$ cat src/rtl/risu_mem_arb.sv
// risu_mem_arb
// N-channel memory request arbiter for the RISu64 top level. Merges NCH
// upstream request/response ports onto one downstream memory bus using
// round-robin grant with a single outstanding transaction.
//
// Optional feature macro: RISU_ARB_TIMEOUT_EN
//   When defined, a watchdog ends a stalled BUSY phase after TIMEOUT cycles
//   with an error response (rdata all ones, ch_resp_err set for the owner).
//   When undefined, BUSY waits indefinitely and ch_resp_err is tied to 0.
//
// Ports:
//   clk, rst            clock, asynchronous active-low reset
//   ch_req_*            per-channel request fields, channel i at [i*W +: W]
//   ch_req_valid        per-channel request valid
//   ch_resp_rdata       shared response data, qualified by ch_resp_valid
//   ch_resp_valid       one-hot single-cycle response pulse to the owner
//   ch_resp_err         one-hot timeout error flag, coincident with valid
//   mem_req_*           latched downstream request, held while valid
//   mem_resp_rdata/valid downstream response / completion
//   owner               index of the currently granted channel

module risu_mem_arb #(
  parameter int NCH     = 2,
  parameter int AW      = 64,
  parameter int DW      = 64,
  parameter int TIMEOUT = 1024
) (
  input  logic                                   clk,
  input  logic                                   rst,
  input  logic [NCH*AW-1:0]                      ch_req_addr,
  input  logic [NCH*DW-1:0]                      ch_req_wdata,
  input  logic [NCH*(DW/8)-1:0]                  ch_req_wmask,
  input  logic [NCH-1:0]                         ch_req_wen,
  input  logic [NCH-1:0]                         ch_req_valid,
  output logic [DW-1:0]                          ch_resp_rdata,
  output logic [NCH-1:0]                         ch_resp_valid,
  output logic [NCH-1:0]                         ch_resp_err,
  output logic [AW-1:0]                          mem_req_addr,
  output logic [DW-1:0]                          mem_req_wdata,
  output logic [DW/8-1:0]                        mem_req_wmask,
  output logic                                   mem_req_wen,
  output logic                                   mem_req_valid,
  input  logic [DW-1:0]                          mem_resp_rdata,
  input  logic                                   mem_resp_valid,
  output logic [((NCH > 1) ? $clog2(NCH) : 1)-1:0] owner
);

  localparam int OW = (NCH > 1) ? $clog2(NCH) : 1;
  localparam int MW = DW / 8;

  typedef enum logic [1:0] {IDLE, BUSY, RESP} state_t;

  state_t          state;
  logic [OW-1:0]   last;

  logic            grant_found;
  logic [OW-1:0]   grant_idx;
  logic [AW-1:0]   sel_addr;
  logic [DW-1:0]   sel_wdata;
  logic [MW-1:0]   sel_wmask;
  logic            sel_wen;
  int              scan_idx;
  logic [NCH-1:0]  owner_onehot;

`ifdef RISU_ARB_TIMEOUT_EN
  localparam int CW = $clog2(TIMEOUT + 1);
  logic [CW-1:0]   wd_count;
`endif

  // Round-robin scan: start just after the last granted channel and wrap.
  // The request fields of the winner are muxed out here so the FSM only
  // has to latch them. With NCH=1 the scan always lands on channel 0.
  always_comb begin
    grant_found = 1'b0;
    grant_idx   = '0;
    sel_addr    = '0;
    sel_wdata   = '0;
    sel_wmask   = '0;
    sel_wen     = 1'b0;
    scan_idx    = 0;
    for (int k = 1; k <= NCH; k++) begin
      scan_idx = int'(last) + k;
      if (scan_idx >= NCH) scan_idx = scan_idx - NCH;
      if (!grant_found && ch_req_valid[scan_idx]) begin
        grant_found = 1'b1;
        grant_idx   = OW'(scan_idx);
        sel_addr    = ch_req_addr[scan_idx*AW +: AW];
        sel_wdata   = ch_req_wdata[scan_idx*DW +: DW];
        sel_wmask   = ch_req_wmask[scan_idx*MW +: MW];
        sel_wen     = ch_req_wen[scan_idx];
      end
    end
  end

  // One-hot decode of the owner, used to steer the response pulse.
  always_comb begin
    owner_onehot = '0;
    for (int i = 0; i < NCH; i++) begin
      owner_onehot[i] = (owner == OW'(i));
    end
  end

  // Arbitration FSM. Every output is a register updated here; reset drops
  // any in-flight transaction without producing a response.
  always_ff @(posedge clk or negedge rst) begin
    if (!rst) begin
      state         <= IDLE;
      last          <= OW'(NCH - 1);
      owner         <= '0;
      mem_req_addr  <= '0;
      mem_req_wdata <= '0;
      mem_req_wmask <= '0;
      mem_req_wen   <= 1'b0;
      mem_req_valid <= 1'b0;
      ch_resp_rdata <= '0;
      ch_resp_valid <= '0;
`ifdef RISU_ARB_TIMEOUT_EN
      ch_resp_err   <= '0;
      wd_count      <= '0;
`endif
    end else begin
      case (state)
        IDLE: begin
          if (grant_found) begin
            mem_req_addr  <= sel_addr;
            mem_req_wdata <= sel_wdata;
            mem_req_wmask <= sel_wmask;
            mem_req_wen   <= sel_wen;
            mem_req_valid <= 1'b1;
            owner         <= grant_idx;
            last          <= grant_idx;
            state         <= BUSY;
`ifdef RISU_ARB_TIMEOUT_EN
            wd_count      <= '0;
`endif
          end
        end
        BUSY: begin
          // A real response wins over a watchdog expiry in the same cycle.
          if (mem_resp_valid) begin
            ch_resp_rdata <= mem_resp_rdata;
            ch_resp_valid <= owner_onehot;
            mem_req_valid <= 1'b0;
            state         <= RESP;
`ifdef RISU_ARB_TIMEOUT_EN
          end else if (wd_count == CW'(TIMEOUT - 1)) begin
            ch_resp_rdata <= '1;
            ch_resp_valid <= owner_onehot;
            ch_resp_err   <= owner_onehot;
            mem_req_valid <= 1'b0;
            state         <= RESP;
          end else begin
            wd_count      <= wd_count + 1'b1;
`endif
          end
        end
        RESP: begin
          ch_resp_valid <= '0;
`ifdef RISU_ARB_TIMEOUT_EN
          ch_resp_err   <= '0;
`endif
          state         <= IDLE;
        end
        default: state <= IDLE;
      endcase
    end
  end

`ifndef RISU_ARB_TIMEOUT_EN
  assign ch_resp_err = '0;
`endif

endmodule

$ cat config.mk
export PLATFORM = sky130hd
export DESIGN_NAME = risu_mem_arb
export DESIGN_NICKNAME = d
export VERILOG_FILES = /design/src/rtl/risu_mem_arb.sv
export SDC_FILE = /design/constraint.sdc
export NUM_CORES = 1
export LEC_CHECK = 0
export ABC_AREA = 1
export BUFFER_PORTS_ARGS = -buffer_cell sky130_fd_sc_hd__buf_2
export CORE_AREA = 2 2 215 217
export DETAILED_ROUTE_END_ITERATION = 7
export DIE_AREA = 0 0 217 219
export GPL_TIMING_DRIVEN = 0
export MAX_ROUTING_LAYER = met4
export SLEW_MARGIN = 20
export SYNTH_ARGS = -nofsm -noshare
export SYNTH_HDL_FRONTEND = slang
export SYNTH_SLANG_ARGS = --single-unit
$ cat constraint.sdc
create_clock -name clk -period 1.4 [get_ports clk]
set_clock_uncertainty 0.1 [all_clocks]
set_input_delay 0.28 -clock clk [delete_from_list [all_inputs] [get_ports clk]]
set_output_delay 0.28 -clock clk [all_outputs]
set_load 0.03 [all_outputs]
==> results_dict.tcl <==
set metrics [dict create \
    rrSetupSlack_ns -0.32 \
    violations "negative setup slack" \
    post-route-period-util 1.23 \
    dp_slack_ns -0.699 \
    hold_slack_ns 0.00405 \
    dp_hpwl_um 44000 \
    synth-seq-area-share 0.415 \
    area_growth_syn_to_layout_pct 68.0 \
    r2r_start "last" \
    drv_slew 0 \
    outcome "complete, but fails checks" \
    netlist_instances 1950 \
    place_inst 3100 \
    p_seq_frac 0.220 \
    drt-vias-per-instance 4.96 \
    min_period_ns 1.72 \
    crit_path_start_kind "flop" \
    dr.pass1.iters 5 \
    clockBufferDepth 3 \
    yosys_warnings 0 \
    grt_max_degree 91 \
    ir_drop_mv 1.53 \
    tightestPinTransition_ns 0.569 \
    relSlewSlack 0.621 \
    rsz0062_at_grt "yes" \
    finalInstanceArea_mm2 0.0211 \
    fillers 4378 \
    endpoint_kind "flop" \
    dieWidth_um 217 \
    drive_above_1_share 0.290 \
    stdcell_count 3437 \
    core_mm2 0.0451 \
    switchingPower_uw 26200 \
    via_count 17100 \
    clk_latency_ns 0.56 \
    powerDensity_mw_per_mm2 2410 \
    drt_iter0_drc 1262 \
    antenna_found_initial 7 \
    min_from "ch_req_wdata[95]" \
    fin_ws_ns -0.323 \
    start_util 0.278 \
    io_buffers 547 \
    crit_required_ns 1.73 \
    setup_viol 362 \
    grt_pass1_wl_um 94900 \
    ant_nets 0 \
    power_uw 50900 \
    gp_congestion 0.929 \
    route.detailed.drc 0 \
    ctsHtreeMaxLevel 1 \
    p_sw_frac 0.514 \
    r2r_cells 7 \
    combPwrFrac 0.637 \
    path_common_cell "nand2_1" \
    die_h_um 219 \
    mostFrequentLayoutCell "nand2_1" \
    path_cells "inv_6 -> buf_6 -> buf_4 -> nand2_1 -> nand2_1 -> a21oi_1 -> a21oi_2" \
    cts_root_buf "clkbuf_16" \
    worst-path-buf-inv 3 \
    hold_class "input port to flop" \
    cts_buffers 27 \
    routed_wl_um 63400 \
    nets 3153 \
    yosys_register_bits 208 \
    cts_sinks 208 \
    grt_usage 0.262 \
    cp_max_fo 10 \
    cts_tree "done" \
    ios 550 \
    wire_per_inst_um 18.4 \
    dieArea_mm2 0.0475 \
    min_path_cells 5 \
    p_int_uw 24800 \
    hold_viol 0 \
    slowest_stage "dfstp_2" \
    whs_endpoint "mem_req_wdata[31]" \
    r2r-end "mem_req_wdata[21]" \
    grt-ovfl-total 0 \
    avgSynthCellArea_um2 6.44 \
    p_leak_uw 0.0112 \
    clkPwrFrac 0.142 \
    crit_family "flip-flops" \
    clock.fmax_ghz 0.580 \
    critPathArrivalTime_ns 2.05 \
    grt_pass1_vias 17100 \
    cap_violations 0 \
    clkTransAtPathRegs_ns 0.06 \
    placed_area_mm2 0.0164 \
    syn_area_mm2 0.0126 \
    synthDistinctLibCells 21 \
    critPathKind "flop to flop" \
    layout_common_cells "nand2_1, buf_2, dlygate4sd3_1" \
    slowest_delay_ns 0.61 \
    num_rows 78 \
]
==> cell type report <==
type,count,area (um^2),share of cell area
Antenna cell,8,20.0,0.000949
Buffer,151,1550,0.0734
Clock buffer,41,818,0.0388
Clock inverter,7,88.8,0.00421
Inverter,6,35.0,0.00166
Multi-Input combinational cell,1585,6770,0.321
Sequential cell,208,5210,0.247
Tap cell,600,751,0.0356
Timing Repair Buffer,831,5850,0.277
==> Yosys cell counts (all sizes together) <==
master / n / share of area
a21oi: 275 / 0.11
o31ai: 1 / 0.00060
dfrtp: 207 / 0.41
clkbuf: 14 / 0.0048
inv: 6 / 0.0020
buf: 138 / 0.062
dfstp: 1 / 0.0021
conb: 1 / 0.00030
a31o: 1 / 0.00070
nand3: 139 / 0.055
o21ai: 2 / 0.0011
nor2: 139 / 0.042
nand2: 1026 / 0.31
==> power groups by stage <==
stage                     logic (uW)  clock network (uW)  registers (uW)
after floorplan                13100                   0           16700
after global placement         28100                   0           11000
after detailed placement       28500                   0           11000
after CTS                      31200                7360           11100
after global routing           35000                7590           11500
final                          32500                7240           11200
==> routing by layer <==
metal	vias up	part of all wire	routed length, um	track usage
met5	-	0	0	-
met4	0	0.041	2590	0.110
met3	165	0.078	4960	0.0459
met2	885	0.49	31000	0.444
met1	8105	0.39	24800	0.307
li1	7900	-	-	-
==> tightest hold or removal path, stage by stage <==
cell and delay [ns]:
buf_2 0.10, nand2_1 0.05, nand2_1 0.05, nand3_1 0.07, a21oi_1 0.06
==> worst max path at each step <==
| stage | from | end | slack (ns) | depth (start not counted) |
|---|---|---|---|---|
| global placement | rst | mem_req_addr[57] | -4.11 | 1 |
| floorplan | last | mem_req_addr[0] | -0.07 | 9 |
| global route | last | mem_req_wdata[21] | -0.40 | 6 |
| detailed placement | state[1] | mem_req_wdata[4] | -0.70 | 6 |
| CTS | last | mem_req_wdata[21] | -0.34 | 9 |
| finish | last | mem_req_wdata[21] | -0.32 | 7 |
==> cells by family (layout without fill, tap and decap cells) <==
group	Yosys count	in the layout	share of synthesized area
other	1	10	0.000299
buffers and inverters	158	1036	0.0692
AO/OA/AOI/OAI	279	279	0.112
AND/OR/NAND/NOR	1304	1304	0.404
flip-flops	208	208	0.415
==> flip-flops by register name, indices dropped and copies added (netlist names) <==
signal         flops
last               1
mem_req_wdata     64
state              2
mem_req_addr      64
ch_resp_rdata     64
ch_resp_valid      2
owner              1
mem_req_valid      1
mem_req_wmask      8
mem_req_wen        1
==> repair_timing <==
action,CTS,global route
pin swaps,17,10
endpoints found under the setup margin,408,412
cloned,4,6
gates resized for setup,174,83
endpoints found under the hold margin,231,0
hold buffers,269,0
buffers inserted,4,0
==> stage by stage <==
step | util | TNS, ns
after floorplan | - | -8.25
after global placement | 0.362 | -934.60
after detailed placement | 0.363 | -93.83
after CTS | 0.459 | -63.92
after global routing | 0.468 | -80.79
final | 0.468 | -60.25
Note: power is estimated with default switching activity, not from simulation.
